$ cat src/rtl/conv_stream_engine.sv
// rtl/conv_stream_engine.sv - streaming KSIZE x KSIZE convolution with line buffers and a serial MAC
module conv_stream_engine #(
  parameter int WIDTH     = 15,
  parameter int HEIGHT    = 19,
  parameter int DATA_BITS = 32,
  parameter int KSIZE     = 3,
  parameter int SHIFT     = 0
) (
  input  logic                             clk,
  input  logic                             rst_n,
  input  logic                             in_valid,
  output logic                             in_ready,
  input  logic [DATA_BITS-1:0]             in_data,
  input  logic [KSIZE*KSIZE*DATA_BITS-1:0] weights,
  output logic                             out_valid,
  input  logic                             out_ready,
  output logic [DATA_BITS-1:0]             out_data,
  output logic                             out_last
);
  localparam int NTAP  = KSIZE * KSIZE;
  localparam int ACC_W = 2 * DATA_BITS + $clog2(NTAP);
  localparam int TW    = $clog2(NTAP + 1);
  localparam int TN    = 1 << TW;
  localparam int CW    = (WIDTH > 1) ? $clog2(WIDTH) : 1;
  localparam int RW    = (HEIGHT > 1) ? $clog2(HEIGHT) : 1;

  localparam logic [CW-1:0] COL_LAST = CW'(WIDTH - 1);
  localparam logic [RW-1:0] ROW_LAST = RW'(HEIGHT - 1);
  localparam logic [CW-1:0] COL_WIN  = CW'(KSIZE - 1);
  localparam logic [RW-1:0] ROW_WIN  = RW'(KSIZE - 1);
  localparam logic [TW-1:0] TAP_END  = TW'(NTAP);
  localparam logic signed [ACC_W-1:0] SAT_MAX = {{(ACC_W-DATA_BITS+1){1'b0}}, {(DATA_BITS-1){1'b1}}};
  localparam logic signed [ACC_W-1:0] SAT_MIN = {{(ACC_W-DATA_BITS+1){1'b1}}, {(DATA_BITS-1){1'b0}}};

  typedef enum logic [1:0] {FILL, MAC, OUT} state_t;
  state_t state, state_nx;

  logic [RW-1:0]             row;
  logic [CW-1:0]             col;
  logic [TW-1:0]             tap;
  logic signed [ACC_W-1:0]   acc;
  logic                      last_pend;
  logic [DATA_BITS-1:0]      line_buf [KSIZE-1][WIDTH];
  logic [DATA_BITS-1:0]      win      [KSIZE][KSIZE];
  logic [DATA_BITS-1:0]      win_nx   [KSIZE][KSIZE];
  logic [DATA_BITS-1:0]      col_nx   [KSIZE];
  logic [TN*DATA_BITS-1:0]   ops;
  logic [TN*DATA_BITS-1:0]   ops_nx;
  logic [TN*DATA_BITS-1:0]   wt_flat;
  logic signed [DATA_BITS-1:0]   op_a, op_b;
  logic signed [2*DATA_BITS-1:0] prod;
  logic signed [ACC_W-1:0]   prod_ext, acc_sh;
  logic [DATA_BITS-1:0]      sat;
  logic                      accept, win_done, frame_end;

  assign in_ready  = rst_n && (state == FILL);
  assign out_valid = (state == OUT);
  assign accept    = in_valid && in_ready;
  assign win_done  = accept && (row >= ROW_WIN) && (col >= COL_WIN);
  assign frame_end = (row == ROW_LAST) && (col == COL_LAST);

  // Padding the tap vectors to a power of two keeps the tap-indexed selects in range.
  assign wt_flat  = {{((TN-NTAP)*DATA_BITS){1'b0}}, weights};
  assign op_a     = ops[tap*DATA_BITS +: DATA_BITS];
  assign op_b     = wt_flat[tap*DATA_BITS +: DATA_BITS];
  assign prod     = (2*DATA_BITS)'(op_a) * (2*DATA_BITS)'(op_b);
  assign prod_ext = ACC_W'(prod);
  assign acc_sh   = acc >>> SHIFT;
  assign sat      = (acc_sh > SAT_MAX) ? SAT_MAX[DATA_BITS-1:0] :
                    (acc_sh < SAT_MIN) ? SAT_MIN[DATA_BITS-1:0] : acc_sh[DATA_BITS-1:0];

  // Row 0 of the window is the oldest line; the incoming pixel lands bottom-right.
  always_comb begin
    ops_nx = '0;
    for (int r = 0; r < KSIZE - 1; r++) col_nx[r] = line_buf[KSIZE-2-r][col];
    col_nx[KSIZE-1] = in_data;
    for (int r = 0; r < KSIZE; r++) begin
      for (int c = 0; c < KSIZE - 1; c++) win_nx[r][c] = win[r][c+1];
      win_nx[r][KSIZE-1] = col_nx[r];
    end
    for (int i = 0; i < NTAP; i++) ops_nx[i*DATA_BITS +: DATA_BITS] = win_nx[i/KSIZE][i%KSIZE];
  end

  always_comb begin
    state_nx = state;
    case (state)
      FILL:    if (win_done) state_nx = MAC;
      MAC:     if (tap == TAP_END) state_nx = OUT;
      OUT:     if (out_ready) state_nx = FILL;
      default: state_nx = FILL;
    endcase
  end

  always_ff @(posedge clk or negedge rst_n) begin
    if (!rst_n) state <= FILL;
    else        state <= state_nx;
  end

  always_ff @(posedge clk) begin
    if (accept) begin
      line_buf[0][col] <= in_data;
      for (int i = 1; i < KSIZE - 1; i++) line_buf[i][col] <= line_buf[i-1][col];
      win <= win_nx;
    end
    if (win_done) ops <= ops_nx;
  end

  // The MAC spends one extra cycle at tap==NTAP to register the saturated result.
  always_ff @(posedge clk or negedge rst_n) begin
    if (!rst_n) begin
      row       <= '0;
      col       <= '0;
      tap       <= '0;
      acc       <= '0;
      last_pend <= 1'b0;
      out_data  <= '0;
      out_last  <= 1'b0;
    end else begin
      if (accept) begin
        if (col == COL_LAST) begin
          col <= '0;
          row <= (row == ROW_LAST) ? '0 : row + 1'b1;
        end else begin
          col <= col + 1'b1;
        end
      end
      if (win_done) begin
        acc       <= '0;
        tap       <= '0;
        last_pend <= frame_end;
      end else if (state == MAC) begin
        if (tap == TAP_END) begin
          out_data <= sat;
          out_last <= last_pend;
        end else begin
          acc <= acc + prod_ext;
          tap <= tap + 1'b1;
        end
      end else if (state == OUT && out_ready) begin
        out_last <= 1'b0;
      end
    end
  end
endmodule

$ cat config.mk
export PLATFORM = sky130hd
export DESIGN_NAME = conv_stream_engine
export DESIGN_NICKNAME = d
export VERILOG_FILES = /design/src/rtl/conv_stream_engine.sv
export SDC_FILE = /design/constraint.sdc
export NUM_CORES = 2
export LEC_CHECK = 0
export BUFFER_PORTS_ARGS = -buffer_cell sky130_fd_sc_hd__buf_4
export CAP_MARGIN = 20
export CORE_ASPECT_RATIO = 1.75
export CORE_MARGIN = 2
export CORE_UTILIZATION = 55
export DETAILED_ROUTE_END_ITERATION = 7
export PLACE_DENSITY = 0.83
export SLEW_MARGIN = 5
export SYNTH_ARGS = -nofsm -noshare
export SYNTH_HDL_FRONTEND = slang
export SYNTH_SLANG_ARGS = --single-unit
$ cat constraint.sdc
create_clock -name clk -period 37.7 [get_ports clk]
set_input_delay 5.655 -clock clk [delete_from_list [all_inputs] [get_ports clk]]
set_output_delay 5.655 -clock clk [all_outputs]
set_load 0.03 [all_outputs]
After elaboration in Yosys (flattened, before gate mapping) --
Memories as Yosys holds them, arrays and structs flattened. Index checks and enable logic that the tools add are counted.
Storage, ports and cells: memories kept 1, input port bits 324, RAM bits 960, register bits 597, output and inout port bits 35, word-level logic and storage cells 82
Cells by class: add/subtract/negate cells 4, multiply operators 1, mux-type cells 27, order comparisons 6, reductions and logical operators 15, eq/ne operators 9, bitwise operators 2, shifts and indexed selects 2
Memories:
- line_buf | depth 2, width 480, rd ports 2, clocked after memory_dff 0, wr ports 2, line 43 | logic [DATA_BITS-1:0] line_buf [KSIZE-1][WIDTH];
Operator list (count):
- $shiftx A512 B10 Y32 | 2
- $mux W480 | 1
- $bmux W32 S4 | 2
- $mux W32 | 7
- $mux W68 | 3
- $demux W32 S4 | 1
- $add A68 B64 Y68 | 1
- $gt A68 B32 Y1 const B | 1
- $lt A68 B32 Y1 const B | 1
- $mul A32 B32 Y64 | 1
- $mux W4 | 4
- $reduce_and A3 Y1 | 3
- $add A4 B1 Y4 const B | 2
- $eq A4 B4 Y1 const B | 2
- $logic_and A1 B1 Y1 | 7
- $mux W2 | 3
- $ne A2 B2 Y1 const B | 3
- $pmux W2 S3 | 1
- $add A5 B1 Y5 const B | 1
- $eq A5 B5 Y1 const B | 1
- $ge A5 B2 Y1 const B | 1
- $ge A5 B5 Y1 const B | 1
- $lt A5 B1 Y1 const B | 1
- $mux W5 | 1
- 10 further kinds | 15

Depth between registers and ports, before layout --
depth in word-level cells 7, gate-level depth with buffers 38

Worst setup path after synthesis --
OpenSTA, ideal clock, no wires.
path type input to register, start input port rst_n, end register acc[20], stages on the path 9, arrival time 17.655 ns, path buffers 1, path slack 19.962 ns, path through nor3b_1 > nand2_1 > inv_1 > o311ai_0 > clkinv_1 > nor2_1 > clkinv_1 > clkbuf_1 > o22ai_1
On the way: cells in the longest elaborated chain, start to end 6, elaborated cells on any way between the ends 8, classes of those cells 1 x eq/ne; 1 x mux; 6 x reduce/logical
RTL lines:
- start: declaration | line 10 | input logic rst_n,
- $logic_and A1 B1 Y1 * | line 56 | assign in_ready = rst_n && (state == FILL);
- $logic_and A1 B1 Y1 * | line 58 | assign accept = in_valid && in_ready;
- via accept | line 54 | logic accept, win_done, frame_end;
- $logic_and A1 B1 Y1 * (2 in series) | line 59 | assign win_done = accept && (row >= ROW_WIN) && (col >= COL_WIN);
- via win_done | line 54
- $ne A2 B2 Y1 (no source line) or $reduce_bool A2 Y1 (tied branches)
- $reduce_and A2 Y1 (no source line)
- end signal: assignment | line 136 | acc <= acc + prod_ext;
- end: declaration | line 41 | logic signed [ACC_W-1:0] acc;
The timed path passes the listed nets; every way through them passes the cells marked *. A chain may end at the register's enable or synchronous reset.

Final worst setup path --
start input port weights[7], end register acc[60]
On the way: cells in the longest elaborated chain, start to end 6
RTL lines:
- start: declaration | line 14 | input logic [KSIZE*KSIZE*DATA_BITS-1:0] weights,
- $shiftx A512 B10 Y32 | line 65 | assign op_b = wt_flat[tap*DATA_BITS +: DATA_BITS];
- $mul A32 B32 Y64 | line 66 | assign prod = (2*DATA_BITS)'(op_a) * (2*DATA_BITS)'(op_b);
- $add A68 B64 Y68 | line 136
- $mux W68 | line 132 | if (tap == TAP_END) begin
- $mux W68 | line 131 | end else if (state == MAC) begin
- $mux W68 | line 127 | if (win_done) begin
Every way passes these cells. The select of a mux whose other input is x is not followed.

==> impl_metrics.yaml <==
cells_and_area:
  area_delta_synth_final_pct: 10.3
  sequential_cell_area_sq_mm: 0.0462
  final_net_count: 9474
  fillers: 13200
  multi_input_area_sq_mm: 0.0483
  share_of_final_layout_standard_cells_stronger_than_drive_strength_1: 0.152
  finalNonFillerCells: 10200
logic_synthesis:
  synthTopCellsByArea: "sky130_fd_sc_hd__edfxtp_1 (43%), sky130_fd_sc_hd__fa_1 (25%), sky130_fd_sc_hd__mux4_2 (7.8%)"
  syn-cell-area_sq_mm: 0.100
  yosys_register_bits: 1557
  synth.yosys.seq_area_share: 0.460
  syn_inst: 7384
  async_flop_share: 0.0751
  avgSynthCellArea_sq_um: 13.6
  synth.top_cell.area_share: 0.431
  dominantRegCellSynth: "sky130_fd_sc_hd__edfxtp_1"
  synth_edf_count: 1440
  synth.yosys.warnings: 0
  synth.largest_area_cell: "sky130_fd_sc_hd__edfxtp_1"
  syn_nets: 9190
  synth_cell_types: 74
place:
  post-dp-hpwl_um: 215000
  placed_cells: 9924
  setup_slack_at_placement_ns: 22.06
  io_buffer_count: 358
  place_congestion: 1.01
power:
  power_per_cell_area_mw_per_mm2: 69.8
  worst_ir_drop_vdd_mv: 0.0728
  power.leakage_nw: 45.3
clock_tree:
  cts_inserted_buffers: 140
  post_cts.repair.setup_buffers: 0
  cts_hold_buf: 0
  clk_path_buf_depth: 4
  worst_setup_hold_path_clk_slew_ns: 0.06
  cts_root_buf: "sky130_fd_sc_hd__clkbuf_16"
  tritoncts_clock_tree: "built"
  clock_sink_count: 1557
  post_cts.resized_instances: 0
  skew_pair_late_insertion_delay_ns: 0.86
  cts_max_level: 4
timing:
  setup_viol: 0
  skew_ns: 0.0979
  final_hold_viol_count: 0
  tns_ns: 0
  min_period_over_period: 0.403
  tightestPinTransition_ns: 1.25
  max_clock_freq_mhz: 65.9
  worst_slew_margin_rel: 0.167
  layout_setup_ws_ns: 22.52
  maxSlewViolCount: 0
  holdWs_ns: 0.380
  post-route-min-period_ns: 15.18
  grt_setup_unrepaired: "no"
min_path:
  hold_path_startpoint: "ops_nx[198]$_DFFE_PP_"
  holdCritPathClass: "reg -> reg"
grt:
  grt_pass1_wl_um: 452000
  vias_in_the_first_global_route: 70000
  grt_start_max_net_pins: 139
  grt_remaining_overflow: 0
  grt_antenna_before_repair: 24
  grt.total_usage: 0.338
  global_route.peak_usage_layer: "met2"
  met2_usage: 0.566
  global_route.usage.met1: 0.371
  grt_util_met3: 0.0826
die:
  dieArea_sq_mm: 0.186
  die_x_um: 327
  floorplan_core_area_sq_mm: 0.182
  initial_cell_density_of_the_core: 0.553
  dieHeight_um: 569
  io_pins: 359
  floorplan.rows: 207
route:
  avgRoutedWirePerCell_um: 30.2
  detail_route.vias_per_cell: 6.21
  drt-pass1-iter-count: 7
  first_iter_violations: 6660
  vias: 63100
  drt.antenna.violating_nets: 0
  drc: 0
  wirelength_um: 307000
worst_setup_path:
  worst-endpoint-arrival_ns: 15.87
  timing.setup.critical_path_class: "in -> reg"
  critical_path.startpoint: "weights[7]"
  startpoint_type: "input port"
  path_max_fanout: 20
  reg2reg_from: "tap[0]$_DFFE_PN0P_"
  required_ns: 38.39
  crit_path_end_kind: "register"
flow_run:
  cap_viol_max_count: 0
run_status:
  outcome: "complete, no violations"
synth_stat cells, drive strengths merged (69+ instances only):
cell type / number
a21oi: 147
clkbuf: 300
dfrtp: 117
edfxtp: 1440
fa: 1252
ha: 230
inv: 1330
mux2i: 102
mux4: 348
nand2: 676
nor2: 581
o21ai: 139
o22ai: 69
registers in the layout, indices dropped and copies added, names as in the netlist:
name / count
last_pend: 1
row: 5
state: 2
tap: 4
line_buf: 960
ops: 288
out_data: 32
out_last: 1
col: 4
acc: 68
ops_nx: 192
report_power, final:
group	switching (mW)	internal (mW)
clock	0.633	0.756
sequential	0.115	2.20
combinational	2.62	1.41
total	3.37	4.36
area by class of cell:
cell class,instances,share of cell area
repair buffers,507,0.0354
multi-input cells,4129,0.436
diodes,18,0.000407
clock inverters,58,0.00573
inverters,1333,0.0454
clock buffers,164,0.0326
well taps,2403,0.0272
flip-flops and latches,1557,0.417
routing by layer:
layer,vias to the layer above,share of wire
met4,18,0.093
met1,32300,0.31
met5,-,0.00037
met3,1353,0.11
met2,4357,0.49
li1,25100,-
cell usage in the layout, fill, tap and decap left out, types with 23 or more instances in the layout:
cell and instances:
sky130_fd_sc_hd__a21o_1 47, sky130_fd_sc_hd__a21oi_1 144, sky130_fd_sc_hd__a22oi_1 55, sky130_fd_sc_hd__and2_1 36
sky130_fd_sc_hd__buf_4 497, sky130_fd_sc_hd__clkbuf_1 23, sky130_fd_sc_hd__clkbuf_16 141, sky130_fd_sc_hd__dfrtp_1 110
sky130_fd_sc_hd__edfxtp_1 1440, sky130_fd_sc_hd__fa_1 1252, sky130_fd_sc_hd__ha_1 230, sky130_fd_sc_hd__inv_1 1326
sky130_fd_sc_hd__mux2_2 37, sky130_fd_sc_hd__mux2i_1 102, sky130_fd_sc_hd__mux4_2 348, sky130_fd_sc_hd__nand2_1 673
sky130_fd_sc_hd__nand3_1 48, sky130_fd_sc_hd__nand4_1 30, sky130_fd_sc_hd__nor2_1 570, sky130_fd_sc_hd__o21ai_0 136
sky130_fd_sc_hd__o22a_1 36, sky130_fd_sc_hd__o22ai_1 56, sky130_fd_sc_hd__xnor2_1 48, sky130_fd_sc_hd__xor2_1 25
logic make-up after synthesis:
| kind of cell | share of synthesized area |
|---|---|
| adder cells (fa/ha/maj) | 0.278 |
| AND/OR/NAND/NOR | 0.0602 |
| flip-flops | 0.460 |
| buffers and inverters | 0.0638 |
| XOR/XNOR | 0.00637 |
| AO/OA/AOI/OAI | 0.0392 |
| multiplexers | 0.0924 |
final timing paths:
kind                                        to  slack, ns  depth (start not counted)
hold reg to reg             ops[198]$_DFFE_PP_       0.38                          0
min in group asynchronous   tap[3]$_DFFE_PN0P_       4.85                          1
setup reg to reg           acc[60]$_DFFE_PN0P_      25.22                         29
setup / recovery           acc[60]$_DFFE_PN0P_      22.52                         28
hold / removal              ops[198]$_DFFE_PP_       0.38                          0
max in group asynchronous  acc[20]$_DFFE_PN0P_      31.47                          2
worst max-delay path, stage by stage:
cell and delay [ns]:
sky130_fd_sc_hd__buf_4 0.18, sky130_fd_sc_hd__mux4_2 0.46, sky130_fd_sc_hd__a22oi_1 0.60, sky130_fd_sc_hd__o22a_1 0.98, sky130_fd_sc_hd__nor2_1 0.15, sky130_fd_sc_hd__fa_1 0.55, sky130_fd_sc_hd__fa_1 0.46, sky130_fd_sc_hd__fa_1 0.52
sky130_fd_sc_hd__inv_1 0.05, sky130_fd_sc_hd__fa_1 0.47, sky130_fd_sc_hd__fa_1 0.52, sky130_fd_sc_hd__inv_1 0.05, sky130_fd_sc_hd__fa_1 0.44, sky130_fd_sc_hd__fa_1 0.52, sky130_fd_sc_hd__inv_1 0.05, sky130_fd_sc_hd__fa_1 0.47
sky130_fd_sc_hd__inv_1 0.05, sky130_fd_sc_hd__ha_1 0.38, sky130_fd_sc_hd__a211o_1 0.35, sky130_fd_sc_hd__a21oi_1 0.55, sky130_fd_sc_hd__nor4_1 0.13, sky130_fd_sc_hd__a311o_1 0.39, sky130_fd_sc_hd__a221oi_1 0.60, sky130_fd_sc_hd__a211oi_1 0.19
sky130_fd_sc_hd__o21ai_0 0.35, sky130_fd_sc_hd__a21boi_0 0.22, sky130_fd_sc_hd__o2111ai_1 0.29, sky130_fd_sc_hd__mux2i_1 0.22
per-stage QoR:
| step | utilization | area (sq um) | power [mW] |
|---|---|---|---|
| floorplan | - | 100000 | 4.95 |
| global placement | 0.585 | 106000 | 6.18 |
| global route | 0.610 | 111000 | 8.13 |
| detailed placement | 0.586 | 106000 | 6.27 |
| finish | 0.610 | 111000 | 7.73 |
| CTS | 0.609 | 111000 | 7.68 |
Power figures use the tool's default switching activity.
